$ cat config.mk
export PLATFORM = sky130hd
export DESIGN_NAME = uart_tx_feeder_flat
export DESIGN_NICKNAME = d
export VERILOG_FILES = /design/src/rtl/uart_tx_feeder_if.sv /design/src/rtl/uart_tx_feeder.sv /design/src/flat_wrapper.sv
export SDC_FILE = /design/constraint.sdc
export NUM_CORES = 1
export LEC_CHECK = 0
export CAP_MARGIN = 30
export CELL_PAD_IN_SITES_DETAIL_PLACEMENT = 0
export CELL_PAD_IN_SITES_GLOBAL_PLACEMENT = 1
export CORE_MARGIN = 3
export CORE_UTILIZATION = 44
export DETAILED_ROUTE_END_ITERATION = 8
export GPL_TIMING_DRIVEN = 1
export PLACE_DENSITY = 0.85
export SLEW_MARGIN = 20
export SYNTH_ARGS = -nofsm -noshare
export SYNTH_HDL_FRONTEND = slang
export SYNTH_SLANG_ARGS = --single-unit
export TNS_END_PERCENT = 5
$ cat constraint.sdc
create_clock -name CLK -period 2.7 [get_ports CLK]
set_clock_uncertainty 0.15 [all_clocks]
set_input_delay 0.54 -clock CLK [delete_from_list [all_inputs] [get_ports CLK]]
set_output_delay 0.54 -clock CLK [all_outputs]
set_load 0.01 [all_outputs]
$ cat src/rtl/uart_tx_feeder_if.sv
// Producer/transmitter-side bundle for uart_tx_feeder.
// master: the system producer plus transmitter status (drives WR_*, Busy, OVF_CLR).
// slave : the feeder itself (drives P_DATA, DATA_VALID and FIFO status).
interface uart_tx_feeder_if #(
  parameter int DATA_WIDTH = 8,
  parameter int ADDR_WIDTH = 3
);
  logic [DATA_WIDTH-1:0] WR_DATA;
  logic                  WR_EN;
  logic                  Busy;
  logic                  OVF_CLR;
  logic [DATA_WIDTH-1:0] P_DATA;
  logic                  DATA_VALID;
  logic                  FULL;
  logic                  EMPTY;
  logic [ADDR_WIDTH:0]   COUNT;
  logic                  OVF;

  modport master (
    output WR_DATA, WR_EN, Busy, OVF_CLR,
    input  P_DATA, DATA_VALID, FULL, EMPTY, COUNT, OVF
  );

  modport slave (
    input  WR_DATA, WR_EN, Busy, OVF_CLR,
    output P_DATA, DATA_VALID, FULL, EMPTY, COUNT, OVF
  );
endinterface

$ cat src/rtl/uart_tx_feeder.sv
// uart_tx_feeder: synchronous FIFO in front of a UART transmitter.
// Each buffered word is handed over as a one-cycle DATA_VALID pulse with
// P_DATA held until the next pop. After a pulse the FSM waits for Busy to
// rise and then fall, so a new word is only offered to an idle transmitter.
module uart_tx_feeder #(
  parameter int DATA_WIDTH = 8,
  parameter int DEPTH      = 8,
  parameter int ADDR_WIDTH = 3
) (
  input  logic               CLK,
  input  logic               RST,
  uart_tx_feeder_if.slave    bus
);

  localparam int CW = ADDR_WIDTH + 1;

  typedef enum logic [1:0] {
    IDLE      = 2'd0,
    ISSUE     = 2'd1,
    WAIT_BUSY = 2'd2,
    WAIT_DONE = 2'd3
  } state_t;

  // Storage and pointers
  logic [DATA_WIDTH-1:0] mem_q [DEPTH];
  logic [ADDR_WIDTH-1:0] wr_ptr_q, wr_ptr_d;
  logic [ADDR_WIDTH-1:0] rd_ptr_q, rd_ptr_d;
  logic [CW-1:0]         count_q, count_d;
  logic                  ovf_q, ovf_d;

  // Issue side
  state_t                state_q;
  logic [DATA_WIDTH-1:0] p_data_q;
  logic                  dv_q;

  logic                  full, empty;
  logic                  wr_accept, wr_drop, pop;
  logic [DATA_WIDTH-1:0] head;

  assign full  = (count_q == CW'(DEPTH));
  assign empty = (count_q == '0);
  assign head  = mem_q[rd_ptr_q];

  // FULL is judged on the registered count, so a pop in the same cycle
  // never frees room for a write that arrived while full.
  assign wr_accept = bus.WR_EN & ~full;
  assign wr_drop   = bus.WR_EN &  full;

  // The only pop is the IDLE->ISSUE step of the FSM.
  assign pop = (state_q == IDLE) & ~empty & ~bus.Busy;

  // Next-state for pointers, occupancy and the sticky overflow flag
  always_comb begin
    wr_ptr_d = wr_ptr_q;
    rd_ptr_d = rd_ptr_q;
    count_d  = count_q;
    ovf_d    = ovf_q;
    if (wr_accept) wr_ptr_d = wr_ptr_q + ADDR_WIDTH'(1);
    if (pop)       rd_ptr_d = rd_ptr_q + ADDR_WIDTH'(1);
    if (wr_accept && !pop)      count_d = count_q + CW'(1);
    else if (!wr_accept && pop) count_d = count_q - CW'(1);
    // set has priority over clear when both happen together
    if (bus.OVF_CLR) ovf_d = 1'b0;
    if (wr_drop)     ovf_d = 1'b1;
  end

  // FIFO control registers
  always_ff @(posedge CLK or negedge RST) begin
    if (!RST) begin
      wr_ptr_q <= '0;
      rd_ptr_q <= '0;
      count_q  <= '0;
      ovf_q    <= 1'b0;
    end else begin
      wr_ptr_q <= wr_ptr_d;
      rd_ptr_q <= rd_ptr_d;
      count_q  <= count_d;
      ovf_q    <= ovf_d;
    end
  end

  // Word storage; contents are don't-care until written, so no reset
  always_ff @(posedge CLK) begin
    if (wr_accept) mem_q[wr_ptr_q] <= bus.WR_DATA;
  end

  // Issue FSM: one-cycle DATA_VALID per word, then follow Busy through the frame.
  // Busy is not looked at in ISSUE because the transmitter only reacts to
  // DATA_VALID at the end of that cycle.
  always_ff @(posedge CLK or negedge RST) begin
    if (!RST) begin
      state_q  <= IDLE;
      p_data_q <= '0;
      dv_q     <= 1'b0;
    end else begin
      dv_q <= 1'b0;
      case (state_q)
        IDLE: begin
          if (pop) begin
            p_data_q <= head;
            dv_q     <= 1'b1;
            state_q  <= ISSUE;
          end
        end
        ISSUE:     state_q <= WAIT_BUSY;
        WAIT_BUSY: if (bus.Busy)  state_q <= WAIT_DONE;
        WAIT_DONE: if (!bus.Busy) state_q <= IDLE;
        default:   state_q <= IDLE;
      endcase
    end
  end

  assign bus.P_DATA     = p_data_q;
  assign bus.DATA_VALID = dv_q;
  assign bus.FULL       = full;
  assign bus.EMPTY      = empty;
  assign bus.COUNT      = count_q;
  assign bus.OVF        = ovf_q;

endmodule

$ cat src/flat_wrapper.sv
// flat-port wrapper written by rule: the top's interface ports become plain ports
module uart_tx_feeder_flat 
#(
  parameter int DATA_WIDTH = 8,
  parameter int DEPTH      = 8,
  parameter int ADDR_WIDTH = 3
)
  (CLK, RST, bus_WR_DATA, bus_WR_EN, bus_Busy, bus_OVF_CLR, bus_P_DATA, bus_DATA_VALID, bus_FULL, bus_EMPTY, bus_COUNT, bus_OVF);
  uart_tx_feeder_if #(.DATA_WIDTH(DATA_WIDTH), .ADDR_WIDTH(ADDR_WIDTH)) bus_i ();
  input  logic CLK;
  input  logic RST;
  input wire logic [$bits(bus_i.WR_DATA)-1:0] bus_WR_DATA;
  input wire logic [$bits(bus_i.WR_EN)-1:0] bus_WR_EN;
  input wire logic [$bits(bus_i.Busy)-1:0] bus_Busy;
  input wire logic [$bits(bus_i.OVF_CLR)-1:0] bus_OVF_CLR;
  output wire logic [$bits(bus_i.P_DATA)-1:0] bus_P_DATA;
  output wire logic [$bits(bus_i.DATA_VALID)-1:0] bus_DATA_VALID;
  output wire logic [$bits(bus_i.FULL)-1:0] bus_FULL;
  output wire logic [$bits(bus_i.EMPTY)-1:0] bus_EMPTY;
  output wire logic [$bits(bus_i.COUNT)-1:0] bus_COUNT;
  output wire logic [$bits(bus_i.OVF)-1:0] bus_OVF;
  assign bus_i.WR_DATA = bus_WR_DATA;
  assign bus_i.WR_EN = bus_WR_EN;
  assign bus_i.Busy = bus_Busy;
  assign bus_i.OVF_CLR = bus_OVF_CLR;
  assign bus_P_DATA = bus_i.P_DATA;
  assign bus_DATA_VALID = bus_i.DATA_VALID;
  assign bus_FULL = bus_i.FULL;
  assign bus_EMPTY = bus_i.EMPTY;
  assign bus_COUNT = bus_i.COUNT;
  assign bus_OVF = bus_i.OVF;
  uart_tx_feeder #(.DATA_WIDTH(DATA_WIDTH), .DEPTH(DEPTH), .ADDR_WIDTH(ADDR_WIDTH)) u_core (.CLK(CLK), .RST(RST), .bus(bus_i));
endmodule
==> results.tsv <==
metric	value	unit
count of buffers added by post-CTS timing repair for setup	0	
Clock Tree Buf Depth	2	
Crit Reg-Reg Endpoint	u_core.bus.COUNT[3]$_DFFE_PN0P_	
pin count of the biggest net entering global routing	35	
commonest cells after routing, fill and taps aside	edfxtp_1, mux2i_1, clkdlybuf4s50_1	
# diodes	0	
wire length of the first global-routing pass	10.5	mm
number of cells produced by synthesis	238	
cell count after placement	377	
vias in the first global route	2024	
total number of vias	2068	
final total negative setup slack	0	ps
post-synthesis async set-or-reset flop share	25.6	%
count of state elements after synthesis	86	
cell family contributing the most delay on the critical path	buffers and inverters	
fill cell instance count of the final layout	667	
Initial DRC Count	122	
clock latency at the later pin of the worst-skew pair	350	ps
antenna violations before repair	0	
critical-path maximum fanout	6	
reg2reg path depth	9	
CTS tree	done	
unrepaired setup endpoints after global routing	false	
cell types occupying the most area after synthesis	edfxtp_1, dfrtp_1, mux2i_1	
number of enable flip-flop cells after synthesis	64	
combinational fraction of design power	37.3	%
headroom to the max-slew limit	46.9	%
crit-path max cell delay	540	ps
count of maximum capacitance violations	0	
Overall Power	4.52	mW
worst min-delay path startpoint	u_core.wr_ptr_q[0]$_DFFE_PN0P_	
reg-to-reg startpoint	u_core.bus.COUNT[0]$_DFFE_PN0P_	
crit path capture type	primary output	
number of port buffers	28	
pins over their slew limit	0	
cts bufs inserted	9	
Clock Power Share	19.3	%
worst-margin pin slew	795	ps
worst hold endpoint	u_core.wr_ptr_q[0]$_DFFE_PN0P_	
Internal Power	3.00	mW
routed len/inst	16.7	um
achievable frequency	0.387	GHz
Static Leak	1.64	nW
number of rows in the core area	32	
Post-DRT Antenna Nets	0	
Worst setup SP type	register	
Max rail drop VDD	333	uV
predominant post-synthesis flop cell	edfxtp_1	
number of search-and-repair iterations in the first detailed-routing pass	4	
sequential share of power	43.4	%
area inside the core boundary	0.00785	mm^2
cells traversed along the worst timing path	nor4b_4 -> buf_4 -> clkdlybuf4s50_1	
number of design rule violations left after detail routing	0	
number of distinct standard cells referenced by the synthesized netlist	36	
count of final setup violators	0	
sum of routed wire length over all layers	6.56	mm
outcome	finished clean	
RD Place Congestion	0.729	
final hold violations	0	
synth-to-layout area growth	19.0	%
Sw Ratio	33.5	%
Register Area	0.00247	mm^2
final period demand of the worst path	2590	ps
syn nets	261	
hold path cells	1	
count of H-tree levels built during CTS	3	
critical path class	reg -> out	
Die Span Y	96.8	um
die width	96.8	um
Post-CTS Hold Fix Bufs	0	
final worst path period share	95.8	%
final cell count without fillers	393	
global-route congestion overflow total	0	
io pins	29	
leading area contributor after synthesis	edfxtp_1	
fraction of final layout cells with drive strength greater than 1	15.5	%
Yosys Warn Count	0	
Initial Util	46.2	%
vias per inst	5.26	
global-route usage over all layers	14.5	%
WP data required	2010	ps
die footprint	0.00937	mm^2
sink count of the clock tree	86	
Synth Area per Inst	15.2	um^2
critical path buffer and inverter count	2	
root cell of the clock tree	clkbuf_8	
register area share after synthesis	68.2	%
estimated wirelength of the detail-placed design	4.28	mm
Nets	309	
clock-pin slew reported for the worst setup and hold paths after clock tree synthesis	80	ps
Crit-path slowest cell	clkdlybuf4s50_1	
worst hold slack	370	ps
setup slack, reg-to-reg	200	ps
share of the synthesized area in the top cell type	53.0	%
commonest non-fill, non-tap cell in the layout	edfxtp_1	
power density cells	1050	mW/mm^2
Hold/Removal Path Class	reg -> reg	
Sw Pwr	1.52	mW
arrival time at the worst endpoint	1900	ps
total of cells resized after clock tree synthesis	0	
area used by multi-input combinational logic	0.00104	mm^2
post-synthesis cell area	0.00363	mm^2
[cells in the mapped netlist, types with 2 or more instances]
cell      instances
a22oi_1          16
buf_1             3
buf_2             2
buf_4             3
buf_6             2
dfrtp_1          22
edfxtp_1         64
ha_1              9
inv_1            13
mux2_2            2
mux2i_1          33
nand2_1           8
nand2b_1          3
nand3_1           8
nor2_1            8
nor2b_1           4
nor3_1            5
o21ai_0           4
o21ai_1           8
xnor2_1           4
xor2_1            2
[routing by layer]
metal / up-vias / wire length [um] / GRT usage (%)
met2: 41 / 3260 / 23.1
met3: 5 / 303 / 3.46
met4: 0 / 80 / 5.40
met1: 1038 / 2920 / 19.4
met5: - / 0 / 0
li1: 984 / - / -
[registers in the layout, indices dropped and copies added, names as in the netlist]
name and flops:
u_core.bus.COUNT 4, u_core.bus.DATA_VALID 1, u_core.bus.OVF 1, u_core.bus.P_DATA 8, u_core.mem_q 64, u_core.rd_ptr_q 3
u_core.state_q 2, u_core.wr_ptr_q 3
[worst max-delay path by stage]
stage,from,end,slack [ps],cells past startpoint
global placement,bus_Busy,u_core.bus.COUNT[3]$_DFFE_PN0P_,30,9
detailed placement,bus_Busy,u_core.bus.COUNT[3]$_DFFE_PN0P_,10,9
CTS,u_core.bus.COUNT[1]$_DFFE_PN0P_,bus_FULL,80,3
global route,u_core.bus.COUNT[1]$_DFFE_PN0P_,bus_FULL,10,3
finish,u_core.bus.COUNT[1]$_DFFE_PN0P_,bus_FULL,110,3
floorplan,u_core.bus.COUNT[0]$_DFFE_PN0P_,u_core.bus.COUNT[3]$_DFFE_PN0P_,20,10
[metrics by stage]
stage | util [%] | setup WS (ps) | cell area (um^2)
final | 55.0 | 114 | 4320
after global routing | 55.0 | 13.6 | 4320
after CTS | 55.0 | 83.0 | 4320
after detailed placement | 52.6 | 13.8 | 4130
after global placement | 52.6 | 25.3 | 4130
after floorplan | - | 20.1 | 3640
[kinds of logic after synthesis]
| group | after synthesis | synth area share, % |
|---|---|---|
| AOI/OAI and AO/OA | 35 | 6.59 |
| xor gates and xnor gates | 6 | 1.45 |
| adders and majority gates | 10 | 3.66 |
| buffers and inverters | 24 | 3.28 |
| DFF | 86 | 68.2 |
| muxes | 37 | 10.5 |
| and+or+nand+nor | 40 | 6.42 |
[power by group through the flow]
| stage | Sequential (mW) | Clock (mW) | Combinational [mW] |
|---|---|---|---|
| 2_1_floorplan | 2.00 | 0 | 1.11 |
| 3_3_place_gp | 1.97 | 0 | 1.66 |
| 3_5_place_dp | 1.99 | 0 | 1.70 |
| 4_1_cts | 1.96 | 0.889 | 1.71 |
| 5_1_grt | 2.00 | 0.957 | 1.85 |
| 6_report | 1.96 | 0.871 | 1.69 |
[area by class of cell]
class / count / share of cell area [%]
Timing Repair Buffer: 48 / 9.97
Inverter: 13 / 1.13
Sequential cell: 86 / 57.3
Clock inverter: 5 / 1.36
Clock buffer: 11 / 3.04
Tap cell: 102 / 2.96
Multi-Input combinational cell: 128 / 24.2
Power figures use the tool's default switching activity.
